===== config.mk =====
export PLATFORM = sky130hd
export DESIGN_NAME = led_frame_builder
export DESIGN_NICKNAME = d
export VERILOG_FILES = /design/src/rtl/led_pkg.sv /design/src/rtl/led_refresh_timer.sv /design/src/rtl/led_frame_builder.sv
export SDC_FILE = /design/constraint.sdc
export NUM_CORES = 1
export LEC_CHECK = 0
export BUFFER_PORTS_ARGS = -buffer_cell sky130_fd_sc_hd__buf_2
export CORE_MARGIN = 10
export CORE_UTILIZATION = 60
export CTS_CLUSTER_DIAMETER = 80
export CTS_CLUSTER_SIZE = 12
export DETAILED_ROUTE_END_ITERATION = 10
export PLACE_DENSITY_LB_ADDON = 0.2
export SYNTH_ARGS = -nofsm -noshare
export SYNTH_HDL_FRONTEND = slang
export SYNTH_SLANG_ARGS = --single-unit
export TNS_END_PERCENT = 30

===== constraint.sdc =====
create_clock -name clk -period 5 [get_ports clk]
set_input_delay 0.5 -clock clk [delete_from_list [all_inputs] [get_ports clk]]
set_output_delay 0.5 -clock clk [all_outputs]
set_load 0.02 [all_outputs]

===== src/rtl/led_pkg.sv =====
// Shared constants and writer state type for the LED frame builder slice.
package led_pkg;

  localparam int LED_NUM = 4;
  localparam int PIX_W   = 32;
  localparam int DATA_W  = LED_NUM * PIX_W;
  localparam int IDX_W   = (LED_NUM > 1) ? $clog2(LED_NUM) : 1;

  typedef enum logic {
    FILL,
    FULL
  } wr_state_e;

endpackage


===== src/rtl/led_refresh_timer.sv =====
// Free-running refresh timer: counts 0..REFRESH_CNT-1 and flags the terminal count.
module led_refresh_timer #(
  parameter int REFRESH_CNT = 150000
) (
  input  logic clk,
  input  logic rst,
  output logic tick
);

  localparam int CNT_W = (REFRESH_CNT > 1) ? $clog2(REFRESH_CNT) : 1;
  localparam logic [CNT_W-1:0] LAST_CNT = CNT_W'(REFRESH_CNT - 1);

  logic [CNT_W-1:0] cnt_q, cnt_d;

  // Next count wraps back to zero after the terminal count.
  always_comb begin
    cnt_d = cnt_q + 1'b1;
    if (cnt_q == LAST_CNT) begin
      cnt_d = '0;
    end
  end

  // Counter register, cleared by synchronous reset.
  always_ff @(posedge clk) begin
    if (rst) begin
      cnt_q <= '0;
    end else begin
      cnt_q <= cnt_d;
    end
  end

  assign tick = (cnt_q == LAST_CNT);

endmodule


===== src/rtl/led_frame_builder.sv =====
// Collects LED_NUM pixels into one frame word and hands it to the LED sender on refresh ticks.
module led_frame_builder
  import led_pkg::*;
#(
  parameter int REFRESH_CNT = 150000,
  parameter int REPEAT      = 1
) (
  input  logic              clk,
  input  logic              rst,
  input  logic              pix_valid,
  input  logic [PIX_W-1:0]  pix_data,
  input  logic              pix_last,
  output logic              pix_ready,
  output logic              enable,
  output logic [DATA_W-1:0] data_in,
  output logic              frame_err
);

  localparam logic [IDX_W-1:0] LAST_IDX = IDX_W'(LED_NUM - 1);

  wr_state_e         state_q, state_d;
  logic [IDX_W-1:0]  pix_idx_q, pix_idx_d;
  logic [DATA_W-1:0] wbuf_q, wbuf_d;
  logic [DATA_W-1:0] data_q, data_d;
  logic              pending_q, pending_d;
  logic              has_frame_q, has_frame_d;
  logic              enable_q, enable_d;
  logic              err_q, err_d;
  logic              tick;
  logic              accept;

  led_refresh_timer #(
    .REFRESH_CNT(REFRESH_CNT)
  ) u_timer (
    .clk (clk),
    .rst (rst),
    .tick(tick)
  );

  assign pix_ready = (state_q == FILL) && !rst;
  assign accept    = pix_valid && pix_ready;

  // Writer FSM next state: pixel packing, commit/early-last handling and the tick hand-off.
  always_comb begin
    state_d     = state_q;
    pix_idx_d   = pix_idx_q;
    wbuf_d      = wbuf_q;
    data_d      = data_q;
    pending_d   = pending_q;
    has_frame_d = has_frame_q;
    err_d       = 1'b0;
    enable_d    = tick && (pending_q || ((REPEAT != 0) && has_frame_q));

    case (state_q)
      FILL: begin
        if (accept) begin
          for (int k = 0; k < LED_NUM; k++) begin
            if (pix_idx_q == IDX_W'(k)) begin
              wbuf_d[DATA_W-1-k*PIX_W -: PIX_W] = pix_data;
            end
          end
          if (pix_idx_q == LAST_IDX) begin
            state_d   = FULL;
            pending_d = 1'b1;
            pix_idx_d = '0;
            err_d     = !pix_last;
          end else if (pix_last) begin
            pix_idx_d = '0;
            err_d     = 1'b1;
          end else begin
            pix_idx_d = pix_idx_q + 1'b1;
          end
        end
      end
      FULL: begin
        if (tick && pending_q) begin
          data_d      = wbuf_q;
          pending_d   = 1'b0;
          has_frame_d = 1'b1;
          state_d     = FILL;
        end
      end
      default: begin
        state_d = FILL;
      end
    endcase
  end

  // State and output registers; reset drops any partial frame and the timer history.
  always_ff @(posedge clk) begin
    if (rst) begin
      state_q     <= FILL;
      pix_idx_q   <= '0;
      pending_q   <= 1'b0;
      has_frame_q <= 1'b0;
      data_q      <= '0;
      enable_q    <= 1'b0;
      err_q       <= 1'b0;
    end else begin
      state_q     <= state_d;
      pix_idx_q   <= pix_idx_d;
      pending_q   <= pending_d;
      has_frame_q <= has_frame_d;
      data_q      <= data_d;
      enable_q    <= enable_d;
      err_q       <= err_d;
    end
  end

  // Write buffer holds no control meaning, so it is simply overwritten by each new frame.
  always_ff @(posedge clk) begin
    wbuf_q <= wbuf_d;
  end

  assign enable    = enable_q;
  assign data_in   = data_q;
  assign frame_err = err_q;

endmodule

Word-level counts from Yosys, hierarchy flattened. Cells that the tools add are included.

Add/sub/neg operators: 2. Equal/unequal tests: 7. Multiplexer cells: 12. Bitwise operators: 2. Reduce and logical (&&, ||, !) cells: 17.

Operators by type and width (count): $add 18x1->18 const B (1); $eq 18x18->1 const B (1); $reduce_and 3->1 (5); $mux 1 (8); $eq 2x2->1 const B (2); $logic_and 1x1->1 (4); $mux 2 (2); $ne 2x1->1 const B (2); $pmux 1 s2 (2); $reduce_and 2->1 (2); $reduce_or 3->1 (1); $add 2x1->2 const B (1); $eq 2x1->1 const B (1); $logic_not 1->1 (2); $logic_not 2->1 (1); $ne 2x2->1 const B (1); $not 1->1 (2); $reduce_or 2->1 (1); $logic_or 1x1->1 (1).

Bits in registers: 281. Bits of input ports: 36. Output and inout bits: 131. Word-level logic and storage cells: 52.

Longest topological paths before layout. Gate-level depths: netlist of run 1.

Depth in word-level cells: 5. Mapped depth: 7. Mapped depth without buffers: 5.

By module. A second synthesis of run 1 with hierarchy kept.

Cells, all modules: 818. Area total of the unflattened synthesis: 10934.2 um^2.

By module, submodules not included: led_frame_builder (times used 1, cells each 721, area each 10043.4 um^2, seq. area each 6546.3 um^2); led_refresh_timer (times used 1, cells each 97, area each 890.9 um^2, seq. area each 360.3 um^2).

Least setup slack after synthesis of run 1. OpenSTA, ideal clock, no wires.

Path type: in2reg. Start point: input rst. End point: register wbuf_q[0] (enable). Setup time: 0.393 ns. Arrival time: 1.770 ns. Data required time: 4.607 ns. Slack: 2.837 ns. Stages: 2. Path buffers: 0. Cell sequence: nor3b_1 -> and2_1.

Longest elaborated chain between the ends: 4.

RTL lines: start, declared (line led_frame_builder.sv:9) `input logic rst,`; $logic_not 1->1 (line led_frame_builder.sv:40) `assign pix_ready = (state_q == FILL) && !rst;`; $logic_and 1x1->1 (line led_frame_builder.sv:40); $logic_and 1x1->1 (line led_frame_builder.sv:41) `assign accept = pix_valid && pix_ready;`; $reduce_and 3->1 (no source line); end signal, assigned (line led_frame_builder.sv:112) `wbuf_q <= wbuf_d;`; end, declared (line led_frame_builder.sv:23) `logic [DATA_W-1:0] wbuf_q, wbuf_d;`.

No other way between the ends. A chain may end at the register's enable or synchronous reset.

Worst setup path in the final report of run 1.
Start point: register u_timer.cnt_q[10]. End point: register state_q.

Longest elaborated chain between the ends: 4.

RTL lines: start, declared (line led_refresh_timer.sv:13) `logic [CNT_W-1:0] cnt_q, cnt_d;`; start signal, assigned (line led_refresh_timer.sv:28) `cnt_q <= cnt_d;`; $eq 18x18->1 (line led_refresh_timer.sv:32) `assign tick = (cnt_q == LAST_CNT);`; $logic_and 1x1->1 (line led_frame_builder.sv:76) `if (tick && pending_q) begin`; $mux 1 (line led_frame_builder.sv:76); $pmux 1 s2 (line led_frame_builder.sv:54) `case (state_q)`; end signal, assigned (line led_frame_builder.sv:100) `state_q <= state_d;`; end, declared (line led_frame_builder.sv:21) `wr_state_e state_q, state_d;`.

No other way between the ends.

==> results of run 1 <==
-- power groups by stage --
stage | clock [mW] | combinational, mW | sequential, mW
after CTS | 1.83 | 0.0731 | 2.43
final | 1.82 | 0.0728 | 2.43
after global placement | 0 | 0.0711 | 2.48
after detailed placement | 0 | 0.0722 | 2.48
after global routing | 1.94 | 0.0805 | 2.43
after floorplan | 0 | 0.0320 | 2.48
-- flip-flops by register name (all words and copies together) (netlist names) --
signal	flops
state_q	1
frame_err	1
has_frame_q	1
pending_q	1
pix_idx_q	2
u_timer.cnt_q	18
wbuf_q	128
enable	1
data_in	128
-- cell type report --
type                    count  area [um2]
repair buffers            173       885.9
diodes                      2       5.005
clock inverters             2       17.52
clock buffers              48       754.5
inverters                   3       11.26
multi-input cells         490        2793
well taps                 220       275.3
fillers                  1236        4935
flip-flops and latches    281        6907
-- per-stage QoR --
step                hold slack (ps)  instance area, um2  utilization [%]  setup slack (ps)  instances
finish                        197.3               11650            70.24              2031       1219
global route                  188.4               11640            70.21              1842       1217
floorplan                     429.7               10160                -              2837        863
CTS                           189.9               11640            70.21              2074       1217
global placement              445.2               10870            65.56              2211       1167
detailed placement            457.3               10870            65.56              2093       1167
-- critical path: stages (launching register included) --
cell	delay, ps
dfxtp_1	360
nor4_1	620
and2_4	980
buf_4	480
and3_1	230
nor3_1	60
-- layer usage --
metal,share of wire (%),vias to the layer above,GRT usage (%)
met3,7.3,34,3.812
met5,0,-,0
met2,47,285,33.86
met1,44,3632,29.49
li1,-,3488,-
met4,1.5,0,5.053
-- synthesized netlist by cell type, types with 2 or more instances --
library cell,number,area share [%]
o21ai_1,37,1.8
nor2_1,24,0.89
o21ai_0,92,4.5
or3_1,2,0.12
buf_2,23,1.1
xor2_1,7,0.60
clkbuf_1,49,1.8
inv_1,3,0.11
nor4_1,3,0.18
dfxtp_1,153,30
nand2_1,9,0.33
edfxtp_1,128,38
nand3_1,8,0.39
a21oi_1,132,6.5
ha_1,5,0.62
nand4_1,134,8.2
buf_6,14,1.6
and4_1,2,0.17
buf_4,2,0.15
xnor2_1,8,0.69
nor3_1,6,0.30
and2_1,7,0.43
-- cells in the final DEF, fill, tap and decap left out, drive strengths merged, types with 7 or more instances in the layout --
cell type / Yosys / final
nor3: 7 / 7
buf: 39 / 173
nor2: 24 / 24
clkbuf: 50 / 48
and2: 7 / 7
xor2: 7 / 7
edfxtp: 128 / 128
nand2: 9 / 9
nand3: 9 / 9
nand4: 134 / 134
a21oi: 132 / 132
o21ai: 129 / 129
dfxtp: 153 / 153
xnor2: 8 / 8
-- how the worst max path moves through the flow --
stage	end	slack, ps
finish	state_q	2030
global route	data_in[15]	1840
detailed placement	state_q	2090
CTS	data_in[15]	2070
floorplan	wbuf_q[0]	2840
global placement	state_q	2210
-- cell families after synthesis --
| logic type | share of synthesized area [%] |
|---|---|
| compound gates | 13.06 |
| xor+xnor | 1.293 |
| fa+ha+maj | 0.6155 |
| buf+inv | 4.801 |
| flops | 67.95 |
| mux | 0.09848 |
| simple gates | 12.19 |
==> results.sh, run 1 <==
export IMPL_clkSlewWorstSetupHoldPaths_ps=60
export IMPL_dr_total_vias=7439
export IMPL_core_um2=16580
export IMPL_cp_data_arrival_time_ps=3330
export IMPL_hp_start="pix_data[7]"
export IMPL_cts_tree="built"
export IMPL_hold_path_class="in2reg"
export IMPL_cp_data_required_time_ps=5360
export IMPL_power_mw=4.321
export IMPL_setup_violations_final=0
export IMPL_syn_num_nets=904
export IMPL_die_y_um=150.2
export IMPL_io_pins=167
export IMPL_grt_max_degree=102
export IMPL_finalHoldViolations=0
export IMPL_post_dp_hpwl_mm=14.44
export IMPL_postCtsHoldBufs=0
export IMPL_hold_depth=1
export IMPL_seq_area_frac_synth_pct=67.95
export IMPL_fin_crit_sh_pct=59.38
export IMPL_ys_types=37
export IMPL_syn_area_per_cell_um2=11.78
export IMPL_cts_buffers=27
export IMPL_reg2reg_to="state_q"
export IMPL_r2r_slack_ps=2030
export IMPL_antenna_found_initial=0
export IMPL_synthCells=863
export IMPL_critical_path_class="reg2reg"
export IMPL_r2r_start="u_timer.cnt_q[10]"
export IMPL_pwr_share_clk_pct=42.0
export IMPL_rows=47
export IMPL_drt_iter0_drc=712
export IMPL_startpoint_type="register"
export IMPL_p_sw_share_pct=19.95
export IMPL_grt_setup_unrepaired="false"
export IMPL_drv_slew=0
export IMPL_die_area_um2=22550
export IMPL_syn2layout_area_growth_pct=14.60
export IMPL_internal_power_mw=3.459
export IMPL_port_buffer_count=166
export IMPL_combPwrFrac_pct=1.7
export IMPL_hold_end="wbuf_q[71]"
export IMPL_fin_setup_tns_ps=0
export IMPL_synth_edf_count=128
export IMPL_grt_usage_pct=21.17
export IMPL_path_max_fanout=101
export IMPL_post_cts_buffers=0
export IMPL_period_needed_ps=2969
export IMPL_clockBufferDepth=3
export IMPL_route_detailed_drc=0
export IMPL_drt_wl_total_mm=24.76
export IMPL_ir_drop_mv=0.2826
export IMPL_ys_flop_type="dfxtp_1"
export IMPL_routabilityCongestion=0.8387
export IMPL_p_leak_nw=4.134
export IMPL_postRouteAntennaNets=0
export IMPL_netlist_area_um2=10160
export IMPL_crit_path_end_kind="register"
export IMPL_cts_root_buf="clkbuf_16"
export IMPL_final_nets=1017
export IMPL_clk_latency_ps=520
export IMPL_switching_power_uw=862.2
export IMPL_relSlewSlack_pct=27.16
export IMPL_first_pass_iters=5
export IMPL_async_flop_share_pct=0
export IMPL_layout_drive_gt1_share_pct=21.56
export IMPL_fmax_mhz=336.8
export IMPL_via_per_inst=6.103
export IMPL_skew_ps=16.06
export IMPL_cp_startpoint="u_timer.cnt_q[10]"
export IMPL_status="completed"
export IMPL_numClockSinks=281
export IMPL_routedWlPerCell_um=20.31
export IMPL_grt_ovfl_total=0
export IMPL_grt_pass1_vias=7182
export IMPL_synth_warnings=0
export IMPL_worst_pin_slew_ps=1093
export IMPL_p_seq_share_pct=56.3
export IMPL_grt_pass1_wl_mm=39.16
export IMPL_reg2regPathDepth=5
export IMPL_power_density_nw_per_um2=371.0
export IMPL_maxCapViolations=0
export IMPL_die_w_um=150.2
export IMPL_cts_htree_levels=1
export IMPL_initial_core_util_pct=61.29
export IMPL_cts_resized=0
export IMPL_yosys_register_bits=281
Power figures use the tool's default switching activity.
==> run 2: changes to the inputs <==
CORE_UTILIZATION = 56   (was 60)
clock period = 2.95 ns   (was 5 ns; I/O delays follow)
==> results.sh, run 2 (synthesis gave the netlist of run 1 again) <==
export IMPL_drt_iter0_drc=668
export IMPL_status="completed"
export IMPL_reg2regPathDepth=5
export IMPL_mostFrequentLayoutCell="buf_2"
export IMPL_relSlewSlack_pct=41.87
export IMPL_drt_wl_total_mm=25.14
export IMPL_fmax_mhz=471.5
export IMPL_switching_power_mw=1.469
export IMPL_drv_slew=0
export IMPL_r2r_slack_ps=830
export IMPL_cts_htree_levels=1
export IMPL_hold_path_class="in2reg"
export IMPL_cts_resized=0
export IMPL_grt_setup_unrepaired="false"
export IMPL_route_detailed_drc=0
export IMPL_grt_max_degree=131
export IMPL_die_y_um=154.7
export IMPL_post_dp_hpwl_mm=14.80
export IMPL_critPathBufInv=1
export IMPL_cp_startpoint="u_timer.cnt_q[10]"
export IMPL_pwr_share_clk_pct=41.8
export IMPL_path_depth=5
export IMPL_skew_ps=12.86
export IMPL_syn2layout_area_growth_pct=17.82
export IMPL_first_pass_iters=5
export IMPL_cp_data_arrival_time_ps=2550
export IMPL_power_density_nw_per_um2=613.2
export IMPL_grt_pass1_wl_mm=40.14
export IMPL_fillers=1368
export IMPL_p_seq_share_pct=56.1
export IMPL_setup_violations_final=0
export IMPL_p_leak_nw=4.267
export IMPL_combPwrFrac_pct=2.0
export IMPL_via_per_inst=5.968
export IMPL_worstPathCellList="nor4_1 -> and2_4 -> buf_12 -> nand4_1 -> a21oi_1"
export IMPL_final_cell_mix="buf_2 (165), dfxtp_1 (153), nand4_1 (134)"
export IMPL_crit_path_end_kind="register"
export IMPL_setup_ws_ps=829.2
export IMPL_antenna_found_initial=0
export IMPL_crit_slowest_cell="nor4_1"
export IMPL_fin_setup_tns_ps=0
export IMPL_endpoint="data_in[63]"
export IMPL_internal_power_mw=5.875
export IMPL_numClockSinks=281
export IMPL_cpLargestDelayFamily="simple AND/OR/NAND/NOR gates"
export IMPL_grt_usage_pct=19.95
export IMPL_cts_tree="built"
export IMPL_port_buffer_count=166
export IMPL_pre_cts_ws_ps=822.6
export IMPL_grt_ovfl_total=0
export IMPL_startpoint_type="register"
export IMPL_clk_latency_ps=520
export IMPL_io_pins=167
export IMPL_die_w_um=154.7
export IMPL_period_needed_ps=2121
export IMPL_dr_total_vias=7466
export IMPL_layout_drive_gt1_share_pct=21.84
export IMPL_cts_buffers=27
export IMPL_r2r_start="u_timer.cnt_q[10]"
export IMPL_fin_crit_sh_pct=71.89
export IMPL_rows=49
export IMPL_core_um2=17900
export IMPL_p_sw_share_pct=20.00
export IMPL_final_nets=1042
export IMPL_worst_pin_slew_ps=871.9
export IMPL_ir_drop_mv=0.4571
export IMPL_routedWlPerCell_um=20.10
export IMPL_path_max_fanout=65
export IMPL_crit_path_max_incr_delay_ps=580
export IMPL_finalHoldViolations=0
export IMPL_cp_data_required_time_ps=3380
export IMPL_clkSlewWorstSetupHoldPaths_ps=60
export IMPL_clockBufferDepth=3
export IMPL_grt_pass1_vias=7255
export IMPL_die_area_um2=23940
export IMPL_critical_path_class="reg2reg"
export IMPL_routabilityCongestion=0.8106
export IMPL_initial_core_util_pct=56.78
export IMPL_reg2reg_to="data_in[63]"
export IMPL_postRouteAntennaNets=0
export IMPL_maxCapViolations=0
export IMPL_cts_root_buf="clkbuf_16"
## run 2: worst register-to-register path: stages (launching register included)
cell     delay, ps
dfxtp_1        370
nor4_1         580
and2_4         420
buf_12         320
nand4_1        170
a21oi_1        180
## run 2: routing by layer
layer	track usage (%)	share of wire, %	vias to the layer above
met4	3.779	1.1	0
met2	31.78	48	272
met3	4.493	7.3	29
li1	-	-	3532
met5	0	0	-
met1	27.51	44	3633
## run 2: power groups by stage
stage               combinational (mW)  clock [mW]  sequential, mW
global route                     0.163        3.27            4.12
CTS                              0.149        3.12            4.12
floorplan                       0.0543           0            4.21
finish                           0.150        3.07            4.12
global placement                 0.131           0            4.20
detailed placement               0.132           0            4.21
## run 2: layout make-up
| type | instances | area (um2) | share of cell area, % |
|---|---|---|---|
| Clock inverter | 1 | 8.758 | 0.07313 |
| Timing Repair Buffer | 198 | 1214 | 10.13 |
| Multi-Input combinational cell | 490 | 2793 | 23.32 |
| Clock buffer | 48 | 754.5 | 6.300 |
| Antenna cell | 1 | 2.502 | 0.02089 |
| Inverter | 3 | 11.26 | 0.09402 |
| Sequential cell | 281 | 6907 | 57.67 |
| Tap cell | 229 | 286.5 | 2.392 |
## run 2: through the flow
step | hold WS [ps] | std cells | utilization [%] | power [mW] | cell area, um2
floorplan | 393.9 | 863 | - | 4.260 | 10160
global route | 3.680 | 1250 | 66.89 | 7.555 | 11970
CTS | 1.757 | 1249 | 66.83 | 7.387 | 11960
global placement | 444.4 | 1185 | 61.73 | 4.336 | 11050
finish | 13.91 | 1251 | 66.90 | 7.344 | 11980
detailed placement | 454.5 | 1185 | 61.73 | 4.338 | 11050
## run 2: how the worst min path moves through the flow
stage | cells past startpoint | start | slack [ps] | endpoint
after floorplan | 0 | pix_data[0] | 390 | wbuf_q[0]
after global placement | 1 | u_timer.cnt_q[0] | 440 | u_timer.cnt_q[0]
after detailed placement | 1 | u_timer.cnt_q[0] | 450 | u_timer.cnt_q[0]
after CTS | 1 | pix_data[31] | 2 | wbuf_q[31]
after global routing | 1 | pix_data[21] | 4 | wbuf_q[85]
final | 1 | pix_data[29] | 10 | wbuf_q[61]
## run 2: timing repair
| item | 4_1_cts | 5_1_grt |
|---|---|---|
| buffers inserted | 0 | 0 |
| hold buffers | 15 | 1 |
| endpoints found under the hold margin | 46 | 2 |
| endpoints found under the setup margin | 0 | 0 |
